File: src/rtl/sipo_deser_pkg.sv
// Shared constants and helpers for the serializer/deserializer pair.
//   DEFAULT_WIDTH : default word length in bits
//   ctr_width()   : bit-counter width for a given word length
package sipo_deser_pkg;

  localparam int unsigned DEFAULT_WIDTH = 4;

  // Counter width for a modulo-w bit counter; never less than one bit.
  function automatic int unsigned ctr_width(input int unsigned w);
    return (w < 2) ? 1 : $clog2(w);
  endfunction

endpackage

File: src/rtl/sipo_deser_bit_ctr.sv
// Modulo-MODULUS bit counter with enable and synchronous reset.
//   clk, rst : clock, synchronous active-high reset
//   en       : count one bit this cycle
//   done_c   : terminal count reached on an enabled cycle (combinational)
//   busy     : registered, counter is mid-word (count != 0)
module bit_ctr #(
  parameter int unsigned MODULUS = 4,
  parameter int unsigned CW      = 2
) (
  input  logic clk,
  input  logic rst,
  input  logic en,
  output logic done_c,
  output logic busy
);

  localparam logic [CW-1:0] LAST = CW'(MODULUS - 1);

  logic [CW-1:0] cnt;

  assign done_c = en && (cnt == LAST);

  // Count enabled bits, wrapping at the terminal count.
  always_ff @(posedge clk) begin
    if (rst) begin
      cnt  <= '0;
      busy <= 1'b0;
    end else if (en) begin
      cnt  <= done_c ? '0 : cnt + CW'(1);
      busy <= !done_c;
    end
  end

endmodule

File: src/rtl/sipo_deser.sv
// Serial-in, parallel-out deserializer with a one-word output holding register.
//   clk, rst   : clock, synchronous active-high reset
//   sin, sin_en: serial bit and its qualifier
//   pout       : assembled word, pout_valid/pout_ready handshake
//   busy       : partial word in progress
//   overrun    : sticky, a completed word was dropped while stalled
module sipo_deser
  import sipo_deser_pkg::*;
#(
  parameter int unsigned WIDTH     = DEFAULT_WIDTH,
  parameter int unsigned MSB_FIRST = 1
) (
  input  logic             clk,
  input  logic             rst,
  input  logic             sin,
  input  logic             sin_en,
  output logic [WIDTH-1:0] pout,
  output logic             pout_valid,
  input  logic             pout_ready,
  output logic             busy,
  output logic             overrun
);

  localparam int unsigned CW = ctr_width(WIDTH);

  localparam logic [0:0] EMPTY = 1'b0;
  localparam logic [0:0] FULL  = 1'b1;

  logic [WIDTH-1:0] sh;
  logic [WIDTH-1:0] sh_nxt;
  logic [0:0]       state;
  logic [0:0]       state_nxt;
  logic             done_c;
  logic             load;
  logic             set_ovr;

  bit_ctr #(
    .MODULUS (WIDTH),
    .CW      (CW)
  ) u_bit_ctr (
    .clk    (clk),
    .rst    (rst),
    .en     (sin_en),
    .done_c (done_c),
    .busy   (busy)
  );

  // Next shift-register value; on completion this is the finished word.
  always_comb begin
    sh_nxt = sh;
    if (sin_en) begin
      if (MSB_FIRST != 0) sh_nxt = {sh[WIDTH-2:0], sin};
      else                sh_nxt = {sin, sh[WIDTH-1:1]};
    end
  end

  // Holding-register next state: accept and reload in one cycle when possible.
  always_comb begin
    state_nxt = state;
    load      = 1'b0;
    set_ovr   = 1'b0;
    case (state)
      EMPTY: begin
        if (done_c) begin
          load      = 1'b1;
          state_nxt = FULL;
        end
      end
      default: begin
        if (done_c) begin
          if (pout_ready) load    = 1'b1;
          else            set_ovr = 1'b1;
        end else if (pout_ready) begin
          state_nxt = EMPTY;
        end
      end
    endcase
  end

  // State, shift register and output registers.
  always_ff @(posedge clk) begin
    if (rst) begin
      state   <= EMPTY;
      sh      <= '0;
      pout    <= '0;
      overrun <= 1'b0;
    end else begin
      state <= state_nxt;
      sh    <= sh_nxt;
      if (load)    pout    <= sh_nxt;
      if (set_ovr) overrun <= 1'b1;
    end
  end

  assign pout_valid = (state == FULL);

endmodule

File: config.mk
export PLATFORM = sky130hd
export DESIGN_NAME = sipo_deser
export DESIGN_NICKNAME = d
export VERILOG_FILES = /design/src/rtl/sipo_deser_pkg.sv /design/src/rtl/sipo_deser_bit_ctr.sv /design/src/rtl/sipo_deser.sv
export SDC_FILE = /design/constraint.sdc
export NUM_CORES = 1
export LEC_CHECK = 0
export ABC_AREA = 0
export CORE_AREA = 2 2 39 41
export DETAILED_ROUTE_END_ITERATION = 8
export DIE_AREA = 0 0 41 43
export PLACE_DENSITY = 0.6
export SYNTH_ARGS = -nofsm -noshare
export SYNTH_HDL_FRONTEND = slang
export SYNTH_SLANG_ARGS = --single-unit
File: constraint.sdc
create_clock -name clk -period 2.5 [get_ports clk]
set_input_delay 0.75 -clock clk [delete_from_list [all_inputs] [get_ports clk]]
set_output_delay 0.75 -clock clk [all_outputs]
set_load 0.03 [all_outputs]
==> flow_summary.ini, run 1 <==
[layout]
nNetsFinal = 71
multi_input_area_um2 = 205
regArea_um2 = 260
fillers = 137
fin_util = 0.452
drive_above_1_share = 0.0625
antenna_cells = 0
area_growth_pct = 28.2

[pwr]
combPwrFrac = 0.083
p_switching_uw = 83.1
intPower_uw = 289
p_leak_nw = 0.235
ir_drop_v = 0.000264
seqPwrFrac = 0.579
clkPwrFrac = 0.338
p_sw_frac = 0.223
power.density_mw_per_mm2 = 595

[sta]
clock.fmax_ghz = 0.495
finClkSkew_ns = 0.000704
tightest_slew_ns = 0.525
post-route-period-util = 0.808
rsz0062_at_grt = false
setup_violations = 0
slew_violations = 0
slew_headroom = 0.650
fin_ws_ns = 0.481
hold_viol = 0
tns_ns = 0
post-route-min-period_ns = 2.02

[die]
core_mm2 = 0.00138
design.die.area_mm2 = 0.00176
ios = 12
num_rows = 14
start_util = 0.353
die_width_um = 41
die_h_um = 43

[placement]
pre_cts_slack_ns = 0.219
gp_congestion = 0.717
hpwl_um = 587
portBuffers = 11

[logic_synthesis]
synth-seq-cells = 13
synth.area.top_cells = dfxtp_1 (53%), mux2i_1 (8.2%), a21oi_1 (7.2%)
synth_fp_nets = 58
yosys.area.top_type = dfxtp_1
synth_top_area_frac = 0.533
avgSynthCellArea_um2 = 9.38
ys.warnings.count = 0
synthDistinctLibCells = 17
ys_seq_area_frac = 0.533
syn-cell-area_um2 = 488
synthCells = 52

[detailed_routing]
first_pass_iters = 2
vias = 378
wl_per_cell_um = 10.3
ant_nets = 0
vias_per_cell = 4.73
drc = 0
drt_iter0_markers = 6
routed_wl_um = 824

[hold_path]
hp-start = u_bit_ctr.cnt[1]
holdPathEnd = u_bit_ctr.cnt[1]
holdCritPathClass = reg2reg
holdPathStages = 2

[clocking]
htreeDepth = 1
cts_buffer_depth = 2
cts_buffers = 3
cts_tree = built
cts_hold_buf = 0
cts_root_buffer = clkbuf_4
path_clk_slew_ns = 0.07
clk_latency_ns = 0.27
post_cts_resize_count = 0
postCtsSetupRepairBufs = 0
cts_sinks = 13

[critical_path]
cp_max_fo = 2
reg2reg_setup_slack_ns = 1.16
reg2reg_depth = 4
crit_path_start_kind = register
worst_ep_required_time_ns = 1.75
criticalPathCategory = reg2out
endpoint_kind = output pin
cp_data_arrival_time_ns = 1.27
r2r-end = pout[3]
cpLargestDelayFamily = buffers and inverters
crit_chain = clkdlybuf4s50_1
slowest_stage = clkdlybuf4s50_1
reg2reg_from = u_bit_ctr.cnt[0]
critPathBufInv = 1
crit_path_max_incr_delay_ns = 0.67

[global_routing]
grt_pass1_vias = 317
antenna_found_initial = 0
gr-total-overflow = 0
grt_max_degree = 14
grt_pass1_wl_mm = 1.28
grtUsageTotal = 0.114

[job]
max_cap_violations = 0

[run_status]
status = complete, no violations
layout by cell type, fill, tap and decap left out:
cell type and instances:
nor3b_1 1, nor2_1 8, o21ai_0 5, or3_1 4, mux2i_1 4, a31oi_1 1
nand2_2 1, nand2_1 1, inv_1 1, clkbuf_1 1, nand3b_1 1, ha_1 1
nor2b_1 1, clkbuf_4 3, clkdlybuf4s50_1 11, a21oi_1 7, dfxtp_1 13
kinds of logic after synthesis:
| family | Yosys count | synth area share |
|---|---|---|
| adder cells (fa/ha/maj) | 1 | 0.0256 |
| AO/OA/AOI/OAI | 13 | 0.136 |
| buffers and inverters | 4 | 0.0461 |
| multiplexers | 4 | 0.0821 |
| AND/OR/NAND/NOR | 17 | 0.177 |
| flip-flops | 13 | 0.533 |
stage by stage:
step	cell area (µm²)	instances	power [mW]	hold slack (ns)
4_1_cts	626	80	0.376	0.478
3_5_place_dp	599	76	0.251	0.465
5_1_grt	626	80	0.393	0.496
2_1_floorplan	488	52	0.240	0.437
3_3_place_gp	599	76	0.251	0.459
6_report	626	80	0.372	0.473
Yosys cell counts:
| cell type | count |
|---|---|
| nand2_2 | 1 |
| o21ai_0 | 5 |
| ha_1 | 1 |
| or3_1 | 4 |
| mux2i_1 | 4 |
| inv_1 | 1 |
| a31oi_1 | 1 |
| a21oi_1 | 7 |
| nand2_1 | 1 |
| buf_1 | 1 |
| nor2b_1 | 1 |
| dfxtp_1 | 13 |
| nor3b_1 | 1 |
| clkbuf_1 | 1 |
| nand3b_1 | 1 |
| nor2_1 | 8 |
| buf_6 | 1 |
cell type report:
type	instances	share of cell area
clock buffer	4	0.0420
inverter	1	0.00600
multi-input combinational	35	0.328
sequential	13	0.416
tap	16	0.0320
timing repair buffer	11	0.176
worst max path at each step:
stage | start | to | slack, ns | depth (start not counted)
after floorplan | pout_ready | pout[1] | 1.03 | 4
after global placement | sin_en | pout[1] | 0.28 | 4
after detailed placement | sin_en | pout[3] | 0.22 | 4
after CTS | u_bit_ctr.busy | busy | 0.47 | 1
after global routing | overrun | overrun | 0.41 | 1
final | overrun | overrun | 0.48 | 1
power by group through the flow:
stage	sequential (mW)	combinational (mW)	clock, mW
after floorplan	0.223	0.0167	0
after global placement	0.221	0.0304	0
after detailed placement	0.221	0.0308	0
after CTS	0.216	0.0310	0.129
after global routing	0.217	0.0338	0.142
final	0.216	0.0308	0.126
layer usage:
metal / share of wire / track usage / up-vias
met2: 0.44 / 0.144 / 10
li1: - / - / 204
met3: 0.053 / 0.0785 / 0
met1: 0.50 / 0.132 / 164
met5: 0 / 0 / -
met4: 0 / 0.0800 / 0
sequential cells by signal (all words and copies together) (netlist names):
register        cells
pout                4
sh                  4
u_bit_ctr.cnt       2
overrun             1
pout_valid          1
u_bit_ctr.busy      1
Note: power is estimated with default switching activity, not from simulation.
==> run 2, diff against run 1 <==
--- a/config.mk
+++ b/config.mk
@@ -9,7 +9,7 @@
 export CORE_AREA = 2 2 39 41
 export DETAILED_ROUTE_END_ITERATION = 8
 export DIE_AREA = 0 0 41 43
-export PLACE_DENSITY = 0.6
+export PLACE_DENSITY = 0.63
 export SYNTH_ARGS = -nofsm -noshare
 export SYNTH_HDL_FRONTEND = slang
 export SYNTH_SLANG_ARGS = --single-unit
==> constraint.sdc (replaced) <==
create_clock -name clk -period 1.8 [get_ports clk]
set_input_delay 0.54 -clock clk [delete_from_list [all_inputs] [get_ports clk]]
set_output_delay 0.54 -clock clk [all_outputs]
set_load 0.03 [all_outputs]
==> run 2 against run 1 <==
  * Cell area is 5.8% higher
  * Utilization is 2.6 points higher
  * Critical endpoint is now pout[3]
  * Setup slack got worse by 0.24 ns
  * Clock skew barely moved
  * Largest power group unchanged
  * Via count increased by 11%
  * Combinational power up 48%
  * Critical path depth up 4
  * Sequential share of layout area fell by 2.3 points
  * First-iteration DRC count is 50% higher
  * Count of clock-buffer cells in the layout unchanged
  * Largest cell class unchanged
==> flow_summary.ini, run 2 (synthesized netlist as in run 1, its figures left out) <==
[die]
die_h_um = 43
die_width_um = 41
ios = 12
num_rows = 14
core_mm2 = 0.00138
start_util = 0.353
design.die.area_mm2 = 0.00176

[critical_path]
crit_path_start_kind = input port
cp_max_fo = 8
endpoint_kind = register
worst_ep_required_time_ns = 2.00
cp_data_arrival_time_ns = 1.76
criticalPathCategory = in2reg
reg2reg_setup_slack_ns = 0.50

[layout]
fillers = 149
multi_input_area_um2 = 205
antenna_cells = 0
nNetsFinal = 77
drive_above_1_share = 0.143
regArea_um2 = 260
top_regs = pout (4), sh (4), u_bit_ctr.cnt (2)
layout_commonest_cell = dfxtp_1
area_growth_pct = 35.6
final_cell_mix = dfxtp_1 (13), nor2_1 (8), a21oi_1 (7), dlygate4sd2_1 (7), buf_4 (6)

[clocking]
cts_hold_buf = 0
htreeDepth = 1
path_clk_slew_ns = 0.08
cts_root_buffer = clkbuf_4
cts_tree = built
cts_sinks = 13
cts_buffers = 3
cts_buffer_depth = 2
postCtsSetupRepairBufs = 0
clk_latency_ns = 0.27

[sta]
tightest_slew_ns = 0.467
post-route-min-period_ns = 1.56
rsz0062_at_grt = false
post-route-period-util = 0.865
hold_viol = 0
setup_violations = 0
slew_headroom = 0.688
tns_ns = 0
slew_violations = 0
clock.fmax_ghz = 0.642
finClkSkew_ns = 0.00117
hold_slack_ns = 0.470

[global_routing]
grtUsageTotal = 0.130
grt_pass1_vias = 364
grt_pass1_wl_mm = 1.49
gr-total-overflow = 0
grt_max_degree = 14
antenna_found_initial = 0

[detailed_routing]
drc = 0
wl_per_cell_um = 11.0
ant_nets = 0
vias = 418
drt_iter0_markers = 9
first_pass_iters = 7
vias_per_cell = 4.86
routed_wl_um = 945

[job]
max_cap_violations = 0

[pwr]
clkPwrFrac = 0.341
p_leak_nw = 0.295
power.density_mw_per_mm2 = 791
ir_drop_v = 0.000337
intPower_uw = 404
p_switching_uw = 120
p_sw_frac = 0.229
combPwrFrac = 0.087
seqPwrFrac = 0.572

[placement]
portBuffers = 11
hpwl_um = 692
gp_congestion = 0.704

[hold_path]
holdCritPathClass = reg2reg

[run_status]
status = complete, no violations
==> run 2: changes by cell type in the layout (fill, tap and decap cells not counted) <==
| cell | before | now |
|---|---|---|
| buf_4 | 0 | 6 |
| clkdlybuf4s50_1 | 11 | 4 |
| dlygate4sd2_1 | 0 | 7 |
==> run 2: final timing paths <==
kind | start | end | depth (start not counted)
setup / recovery | sin_en | pout[3] | 5
hold / removal | overrun | overrun | 2
setup reg to reg | u_bit_ctr.cnt[0] | pout[3] | 4
hold reg to reg | overrun | overrun | 2
==> run 2: repair_timing <==
item | in CTS | in global routing
endpoints found under the setup margin | 7 | 0
endpoints found under the hold margin | 0 | 0
gates resized for setup | 7 | 0
==> run 2: critical path: stages <==
cell	delay [ns]
clkdlybuf4s50_1	0.46
buf_4	0.17
nand2_2	0.10
or3_1	0.36
a21oi_1	0.13
==> run 2: layout make-up <==
| class | instances | share of cell area |
|---|---|---|
| inverter | 1 | 0.00567 |
| sequential | 13 | 0.393 |
| clock buffer | 4 | 0.0397 |
| tap | 16 | 0.0302 |
| multi-input combinational | 35 | 0.310 |
| timing repair buffer | 17 | 0.221 |
==> run 2: routing by layer <==
metal | part of all wire | vias to the layer above | routed length, µm | global-route usage
li1 | - | 215 | - | -
met1 | 0.48 | 187 | 450 | 0.167
met2 | 0.45 | 12 | 421 | 0.169
met3 | 0.054 | 4 | 51 | 0.0314
met4 | 0.024 | 0 | 23 | 0.120
met5 | 0 | - | 0 | 0
==> run 2: power by group through the flow <==
stage                     clock network, mW  logic, mW  registers [mW]
after floorplan                           0     0.0232           0.310
after global placement                    0     0.0464           0.306
after detailed placement                  0     0.0476           0.306
after CTS                             0.189     0.0463           0.299
after global routing                  0.197     0.0505           0.300
final                                 0.179     0.0457           0.299
==> run 2: per-stage QoR <==
step	area (µm²)	power (mW)	setup WS, ns	util	std cells
floorplan	488	0.333	0.543	-	52
global placement	644	0.353	-0.00562	0.466	82
detailed placement	644	0.354	-0.0491	0.466	82
CTS	662	0.534	0.229	0.478	86
global route	662	0.548	0.131	0.478	86
finish	662	0.524	0.243	0.478	86
==> run 3, diff against run 2 <==
--- a/config.mk
+++ b/config.mk
@@ -10,6 +10,7 @@
 export DETAILED_ROUTE_END_ITERATION = 8
 export DIE_AREA = 0 0 41 43
 export PLACE_DENSITY = 0.63
+export SKIP_CTS_REPAIR_TIMING = 1
 export SYNTH_ARGS = -nofsm -noshare
 export SYNTH_HDL_FRONTEND = slang
 export SYNTH_SLANG_ARGS = --single-unit
==> run 3 against run 2 <==
  * Power rose by 0.81%
  * Utilization is 1.9 points higher
  * Sequential share of layout area down 1.5 points
  * Cell area increased by 4.0%
  * Sequential power is essentially flat
  * Combinational power grew 2%
  * Global-route usage is 0.10 points lower
  * Flip-flop and latch count stayed put
  * Fmax rose by 0.40%
  * Largest power group unchanged
==> flow_summary.ini, run 3 (synthesized netlist as in run 1, its figures left out) <==
[detailed_routing]
wl_per_cell_um = 11.1
ant_nets = 0
drt_iter0_markers = 4
vias_per_cell = 4.81
met2_length_um = 410
met1Wirelength_um = 448
met3_length_um = 52
first_pass_iters = 4
drc = 0
vias = 414
routed_wl_um = 953
top_layer_used = met4

[global_routing]
grt_max_degree = 14
antenna_found_initial = 0
grt_pass1_wl_mm = 1.48
gr-total-overflow = 0
grt_pass1_vias = 361
grtUsageTotal = 0.129

[layout]
drive_above_1_share = 0.143
finalNonFillerCells = 86
nNetsFinal = 77
final_area_um2 = 688
top_regs = pout (4), sh (4), u_bit_ctr.cnt (2)
layout_commonest_cell = dfxtp_1
antenna_cells = 0
fin_util = 0.497
final_cell_mix = dfxtp_1 (13), nor2_1 (8), a21oi_1 (7), dlymetal6s2s_1 (7), buf_4 (6)
area_growth_pct = 41.0

[clocking]
cts_buffers = 3
cts_sinks = 13
clk_latency_ns = 0.28
path_clk_slew_ns = 0.08
cts_buffer_depth = 2
cts_root_buffer = clkbuf_4
cts_tree = built
htreeDepth = 1

[pwr]
total_power_uw = 528
clkPwrFrac = 0.344
combPwrFrac = 0.089
ir_drop_v = 0.000332
p_leak_nw = 0.388
p_sw_frac = 0.232
p_switching_uw = 123
intPower_uw = 405
power.density_mw_per_mm2 = 767
seqPwrFrac = 0.567

[placement]
hpwl_um = 692
gp_congestion = 0.704
portBuffers = 11
placedCellCount = 82
place_area_um2 = 644
pre_cts_slack_ns = -0.0491

[sta]
tightest_slew_ns = 0.464
hold_viol = 0
slew_headroom = 0.689
slew_violations = 0
rsz0062_at_grt = false
clock.fmax_ghz = 0.645
hold_slack_ns = 0.470
setup_violations = 0
finClkSkew_ns = 0.000561
tns_ns = 0
post-route-period-util = 0.862
post-route-min-period_ns = 1.55
fin_ws_ns = 0.249

[die]
die_h_um = 43
die_width_um = 41
core_mm2 = 0.00138
num_rows = 14
ios = 12
design.die.area_mm2 = 0.00176
start_util = 0.353

[critical_path]
cp_data_arrival_time_ns = 1.76
cp_max_fo = 8
criticalPathCategory = in2reg
endpoint_kind = register
worst_ep_required_time_ns = 2.01
crit_path_start_kind = input port
reg2reg_setup_slack_ns = 0.50

[hold_path]
holdCritPathClass = reg2reg

[run_status]
status = complete, no violations

[job]
max_cap_violations = 0
-- run 3: per-layer routing --
layer | global-route usage | vias up
li1 | - | 215
met1 | 0.167 | 183
met2 | 0.166 | 11
met3 | 0.0314 | 5
met4 | 0.120 | 0
met5 | 0 | -
-- run 3: path summary, 6_finish.rpt --
path,start,end,depth (start not counted)
setup / recovery,sin_en,pout[3],5
hold / removal,overrun,overrun,2
setup reg to reg,u_bit_ctr.cnt[0],pout[3],4
hold reg to reg,overrun,overrun,2
-- run 3: layout make-up --
cell class,instances,area [µm²]
Inverter,1,3.75
Clock buffer,4,26.3
Timing Repair Buffer,17,173
Multi-Input combinational cell,35,205
Sequential cell,13,260
Tap cell,16,20.0
Fill cell,147,696
-- run 3: power by group through the flow --
stage               Clock [mW]  Combinational (mW)  Sequential [mW]
floorplan                    0              0.0232            0.310
global placement             0              0.0464            0.306
detailed placement           0              0.0476            0.306
CTS                      0.189              0.0477            0.300
global route             0.197              0.0517            0.300
finish                   0.182              0.0468            0.299
-- run 3: worst max-delay path, cell delays in order --
cell	delay (ns)
clkdlybuf4s50_1	0.46
buf_4	0.17
nand2_2	0.10
or3_1	0.36
a21oi_1	0.13
